<file path="src/rtl/dmem_arb_pkg.sv">
// Shared definitions for the data-memory arbiter: owner encoding,
// default widths and the debug starvation limit.
package dmem_arb_pkg;

    localparam int AW_DEF       = 8;
    localparam int DW_DEF       = 8;
    localparam int MAX_WAIT_DEF = 4;

    // Owner of the memory during the previous cycle.
    typedef enum logic [1:0] {
        OWN_IDLE = 2'd0,
        OWN_CORE = 2'd1,
        OWN_DBG  = 2'd2
    } owner_e;

    // 8-bit increment that sticks at all-ones instead of wrapping.
    function automatic logic [7:0] sat_inc8(input logic [7:0] val);
        logic [7:0] res;
        if (val == 8'hFF) begin
            res = val;
        end else begin
            res = val + 8'd1;
        end
        return res;
    endfunction

endpackage

</file>
<file path="src/rtl/arb_starve_counter.sv">
// Saturating wait counter with synchronous clear. sat_o flags that the
// count has reached LIMIT, at which point the waiting side is forced through.
module arb_starve_counter #(
    parameter int LIMIT = 4,
    parameter int CW    = 4
) (
    input  logic clk_i,
    input  logic rst_ni,
    input  logic inc_i,
    input  logic clr_i,
    output logic sat_o
);

    localparam logic [CW-1:0] LIMIT_C = CW'(LIMIT);
    localparam logic [CW-1:0] ONE_C   = CW'(1);

    logic [CW-1:0] cnt_q;
    logic [CW-1:0] cnt_d;
    logic          sat_s;

    assign sat_s = (cnt_q == LIMIT_C);
    assign sat_o = sat_s;

    // Next count: clear wins, otherwise count up until the limit is reached.
    always_comb begin
        cnt_d = cnt_q;
        if (clr_i) begin
            cnt_d = '0;
        end else if (inc_i && !sat_s) begin
            cnt_d = cnt_q + ONE_C;
        end else begin
            cnt_d = cnt_q;
        end
    end

    // Count register.
    always_ff @(posedge clk_i or negedge rst_ni) begin
        if (!rst_ni) begin
            cnt_q <= '0;
        end else begin
            cnt_q <= cnt_d;
        end
    end

endmodule

</file>
<file path="src/rtl/dmem_arbiter.sv">
// Arbiter sharing the single-ported data memory between the core load/store
// path (fixed priority) and the debug/program-loader port. Debug progress is
// guaranteed by a starvation counter and by a burst lock that is honoured
// only while debug already owns the memory.
module dmem_arbiter
    import dmem_arb_pkg::*;
#(
    parameter int AW       = AW_DEF,
    parameter int DW       = DW_DEF,
    parameter int MAX_WAIT = MAX_WAIT_DEF
) (
    input  logic          CLK,
    input  logic          rst_n,
    input  logic          core_req,
    input  logic          core_we,
    input  logic [AW-1:0] core_addr,
    input  logic [DW-1:0] core_wdata,
    output logic          core_gnt,
    output logic          core_stall,
    output logic [DW-1:0] core_rdata,
    input  logic          dbg_req,
    input  logic          dbg_we,
    input  logic          dbg_lock,
    input  logic [AW-1:0] dbg_addr,
    input  logic [DW-1:0] dbg_wdata,
    output logic          dbg_gnt,
    output logic [DW-1:0] dbg_rdata,
    output logic          dbg_valid,
    output logic          mem_we,
    output logic [AW-1:0] mem_addr,
    output logic [DW-1:0] mem_wdata,
    input  logic [DW-1:0] mem_rdata,
    output logic [7:0]    stall_cnt
);

    owner_e        owner_q;
    owner_e        owner_d;
    logic          starve_sat_s;
    logic          starve_inc_s;
    logic          dbg_sel_s;
    logic [DW-1:0] dbg_rdata_q;
    logic          dbg_valid_q;
    logic [7:0]    stall_cnt_q;

    // Debug wins when the core is quiet, when it has waited MAX_WAIT cycles,
    // or when it already owns and holds the lock. Reset blocks every grant.
    assign dbg_sel_s = rst_n & dbg_req &
                       (~core_req | starve_sat_s |
                        ((owner_q == OWN_DBG) & dbg_lock));

    assign starve_inc_s = dbg_req & ~dbg_sel_s;

    arb_starve_counter #(
        .LIMIT (MAX_WAIT),
        .CW    (4)
    ) u_starve (
        .clk_i  (CLK),
        .rst_ni (rst_n),
        .inc_i  (starve_inc_s),
        .clr_i  (~starve_inc_s),
        .sat_o  (starve_sat_s)
    );

    // Owner register: remembers who used the memory last cycle.
    always_ff @(posedge CLK or negedge rst_n) begin
        if (!rst_n) begin
            owner_q <= OWN_IDLE;
        end else begin
            owner_q <= owner_d;
        end
    end

    // Next owner follows this cycle's grant.
    always_comb begin
        owner_d = OWN_IDLE;
        if (dbg_sel_s) begin
            owner_d = OWN_DBG;
        end else if (rst_n && core_req) begin
            owner_d = OWN_CORE;
        end else begin
            owner_d = OWN_IDLE;
        end
    end

    // Grants, stall and memory mux; idle bus drives zeros so no stray write.
    always_comb begin
        dbg_gnt    = dbg_sel_s;
        core_gnt   = rst_n & core_req & ~dbg_sel_s;
        core_stall = core_req & ~core_gnt;
        core_rdata = mem_rdata;
        mem_we     = 1'b0;
        mem_addr   = '0;
        mem_wdata  = '0;
        if (dbg_sel_s) begin
            mem_we    = dbg_we;
            mem_addr  = dbg_addr;
            mem_wdata = dbg_wdata;
        end else if (core_gnt) begin
            mem_we    = core_we;
            mem_addr  = core_addr;
            mem_wdata = core_wdata;
        end else begin
            mem_we    = 1'b0;
            mem_addr  = '0;
            mem_wdata = '0;
        end
    end

    // Debug read capture, valid pulse and saturating stall counter.
    always_ff @(posedge CLK or negedge rst_n) begin
        if (!rst_n) begin
            dbg_rdata_q <= '0;
            dbg_valid_q <= 1'b0;
            stall_cnt_q <= 8'd0;
        end else begin
            if (dbg_sel_s && !dbg_we) begin
                dbg_rdata_q <= mem_rdata;
                dbg_valid_q <= 1'b1;
            end else begin
                dbg_valid_q <= 1'b0;
            end
            if (core_stall) begin
                stall_cnt_q <= sat_inc8(stall_cnt_q);
            end else begin
                stall_cnt_q <= stall_cnt_q;
            end
        end
    end

    assign dbg_rdata = dbg_rdata_q;
    assign dbg_valid = dbg_valid_q;
    assign stall_cnt = stall_cnt_q;

endmodule

</file>
<file path="config.mk">
export PLATFORM = sky130hd
export DESIGN_NAME = dmem_arbiter
export DESIGN_NICKNAME = d
export VERILOG_FILES = /design/src/rtl/dmem_arb_pkg.sv /design/src/rtl/arb_starve_counter.sv /design/src/rtl/dmem_arbiter.sv
export SDC_FILE = /design/constraint.sdc
export NUM_CORES = 1
export LEC_CHECK = 0
export BUFFER_PORTS_ARGS = -buffer_cell sky130_fd_sc_hd__buf_2
export CORE_ASPECT_RATIO = 1.5
export CORE_MARGIN = 8
export CORE_UTILIZATION = 30
export DETAILED_ROUTE_END_ITERATION = 7
export HOLD_SLACK_MARGIN = 0.05
export PLACE_DENSITY = 0.72
export SLEW_MARGIN = 10
export SYNTH_ARGS = -nofsm -noshare
export SYNTH_HDL_FRONTEND = slang
export SYNTH_SLANG_ARGS = --single-unit
</file>
<file path="constraint.sdc">
create_clock -name CLK -period 2.3 [get_ports CLK]
set_input_delay 0.23 -clock CLK [delete_from_list [all_inputs] [get_ports CLK]]
set_output_delay 0.23 -clock CLK [all_outputs]
set_load 0.02 [all_outputs]
</file>
==> flow_summary.ini <==
[sta]
finalHoldViolations = 0
clock_skew_ps = 6.09
slew_violations = 0
slew_headroom = 0.778
fin_crit_sh = 0.964
fmax_mhz = 451
finalSetupTns_ps = 0
fin_hold_ws_ps = 209
max_slew.worst_pin.slew_ps = 333
setup_viol = 0
period_minus_slack_ps = 2220

[power_and_ir_drop]
swShare = 0.387
power_frac_seq = 0.419
p_switching_mw = 0.551
p_leak_nw = 0.999
power_density_nw_per_um2 = 750
p_int_mw = 0.872
comb_power_share = 0.402
power_mw = 1.42
clkPwrFrac = 0.178
peakVddDrop_v = 0.000537

[die]
initial_core_util = 0.312
die_w_um = 70.2
pin_count = 92
die_area_sq_um = 6830
core_sq_um = 4250
rows = 29
fp.dieH_um = 97.3

[grt]
grt-ovfl-total = 0
grt_max_degree = 24
track_usage = 0.106
grt_pass1_vias = 1434
antenna_found_initial = 0
grt_pass1_wl_um = 6150

[synthesis]
synth.most_common_cell = dfrtp_1
yosys_register_bits = 23
synth_edf_count = 0
synthCells = 115
syn-num-nets = 165
async_flop_share = 1.00
synth_area_leader_cell = dfrtp_1
synth_area_leaders = dfrtp_1, a22o_1, mux2_2
ys_seq_area_frac = 0.435
syn_area_sq_um = 1320
synth_top_area_frac = 0.435
synth_flop_cell = dfrtp_1
synthTopCellsByCount = dfrtp_1, a22o_1, buf_4
synth_cell_types = 31
synth_area_per_cell_sq_um = 11.5
ys_warn_count = 0

[final_layout]
n_antenna_cell = 0
n_fill_cell = 388
area_delta_synth_final_pct = 43.4
drive_gt1_frac = 0.582
nets = 259

[worst_setup_path]
r2r_start = u_starve.cnt_q[0]$_DFFE_PN0P_
rr_endpoint = stall_cnt[1]$_DFFE_PN0P_
regToRegSetupSlack_ps = 300
worst-path-buf-inv = 3
path_class = reg -> out
worst_path_max_delay_cell = dfrtp_1
cp-start-kind = flop
crit_family = compound AO/OA/AOI/OAI gates
worst_r2r_path_depth = 8
required_ps = 2070
cp_max_fo = 19
crit_path_end_kind = output pin
path_cells = inv_1 > ha_2 > nand3b_4 > o211ai_4 > nor2_4 > buf_12 > a22o_1 > buf_2
slowest_delay_ps = 420
arrival_ps = 1990

[placement]
routabilityCongestion = 0.760
numPortBuffers = 91
post-dp-hpwl_um = 3060

[job]
drv_cap = 0

[clocking]
htreeDepth = 1
cts-root-buf = clkbuf_8
tritoncts = done
clk_pin_slew_worst_paths_ps = 90
cts_made_buffers = 3
ctsLongestPathBuffers = 2
clock-sinks = 23
clock_latency_ps = 270

[detailed_routing]
vias = 1289
routed_wl_um = 3770
drc = 0
ant_nets = 0
vias_per_cell = 5.07
routedWlPerCell_um = 14.8
drtIter0Drc = 24
dr.pass1.iters = 4

[outcome]
status = completed

[worst_hold_path]
hp-class = in -> reg
hold_depth = 2
worst_hold_path.endpoint = dbg_rdata[1]$_DFFE_PN0P_
min_from = mem_rdata[1]
## power by group through the flow
stage | combinational (mW) | clock [mW] | sequential [mW]
3_3_place_gp | 0.550 | 0 | 0.599
2_1_floorplan | 0.256 | 0 | 0.697
3_5_place_dp | 0.559 | 0 | 0.604
6_report | 0.573 | 0.254 | 0.597
4_1_cts | 0.561 | 0.266 | 0.597
5_1_grt | 0.626 | 0.280 | 0.613
## repair_timing
| item | CTS | global route |
|---|---|---|
| buffers inserted | 0 | 6 |
| hold buffers | 1 | 0 |
| resized for setup | 0 | 2 |
| endpoints found under the hold margin | 23 | 0 |
| cloned | 0 | 1 |
| pin swaps | 1 | 3 |
| setup endpoints to repair | 1 | 17 |
## cell usage in the layout, fill, tap and decap left out, types with 2 or more instances in the layout
cell and n:
buf_4 7, dfrtp_1 23, nand4_1 4, a31oi_4 2, xnor2_1 7, nand2_1 2
ha_1 2, inv_1 4, nor2_1 6, a21oi_1 3, mux2_2 8, nand3_1 7
clkbuf_8 3, and3_1 2, buf_2 91, a22o_1 17, a31oi_1 2
## state kept, by name, summed over array words and instances, names as in the netlist
| signal | flops |
|---|---|
| dbg_valid | 1 |
| u_starve.cnt_q | 4 |
| owner_q | 2 |
| dbg_rdata | 8 |
| stall_cnt | 8 |
## cell type report
class	count	area, sq um	area share
Inverter	4	15.0	0.00792
Timing Repair Buffer	100	538	0.284
Clock inverter	1	5.00	0.00264
Sequential cell	23	576	0.303
Tap cell	46	57.6	0.0303
Multi-Input combinational cell	77	664	0.350
Clock buffer	3	41.3	0.0218
## per-layer routing
layer,track usage,share of wire,vias to the layer above
met2,0.178,0.48,86
met1,0.0991,0.36,596
li1,-,-,605
met3,0.0706,0.15,2
met5,0,0,-
met4,0.0373,0.0082,0
## through the flow
stage | setup slack [ps] | util | instances | instance area (sq um)
5_1_grt | -6.66 | 0.447 | 254 | 1900
6_report | 83.6 | 0.447 | 254 | 1900
2_1_floorplan | 486 | - | 115 | 1320
4_1_cts | 2.48 | 0.428 | 247 | 1820
3_5_place_dp | 293 | 0.414 | 242 | 1760
3_3_place_gp | 341 | 0.414 | 242 | 1760
## kinds of logic (layout without fill, tap and decap cells)
family / after synthesis / count (layout) / synth area share
AOI/OAI and AO/OA: 25 / 26 / 0.171
xor gates and xnor gates: 8 / 8 / 0.0530
adders and majority gates: 3 / 3 / 0.0284
buffers and inverters: 16 / 108 / 0.0804
DFF: 23 / 23 / 0.435
muxes: 9 / 9 / 0.0795
and+or+nand+nor: 31 / 31 / 0.152
## how the worst max path moves through the flow
| stage | start | to | slack, ps | cells after the start |
|---|---|---|---|---|
| 2_1_floorplan | u_starve.cnt_q[0]$_DFFE_PN0P_ | mem_addr[0] | 490 | 6 |
| 4_1_cts | u_starve.cnt_q[0]$_DFFE_PN0P_ | mem_addr[0] | 2 | 6 |
| 5_1_grt | u_starve.cnt_q[1]$_DFFE_PN0P_ | mem_addr[0] | -7 | 8 |
| 6_report | u_starve.cnt_q[0]$_DFFE_PN0P_ | mem_addr[0] | 80 | 8 |
| 3_5_place_dp | u_starve.cnt_q[0]$_DFFE_PN0P_ | mem_addr[0] | 290 | 6 |
| 3_3_place_gp | u_starve.cnt_q[0]$_DFFE_PN0P_ | mem_addr[0] | 340 | 6 |
Note: power is estimated with default switching activity, not from simulation.
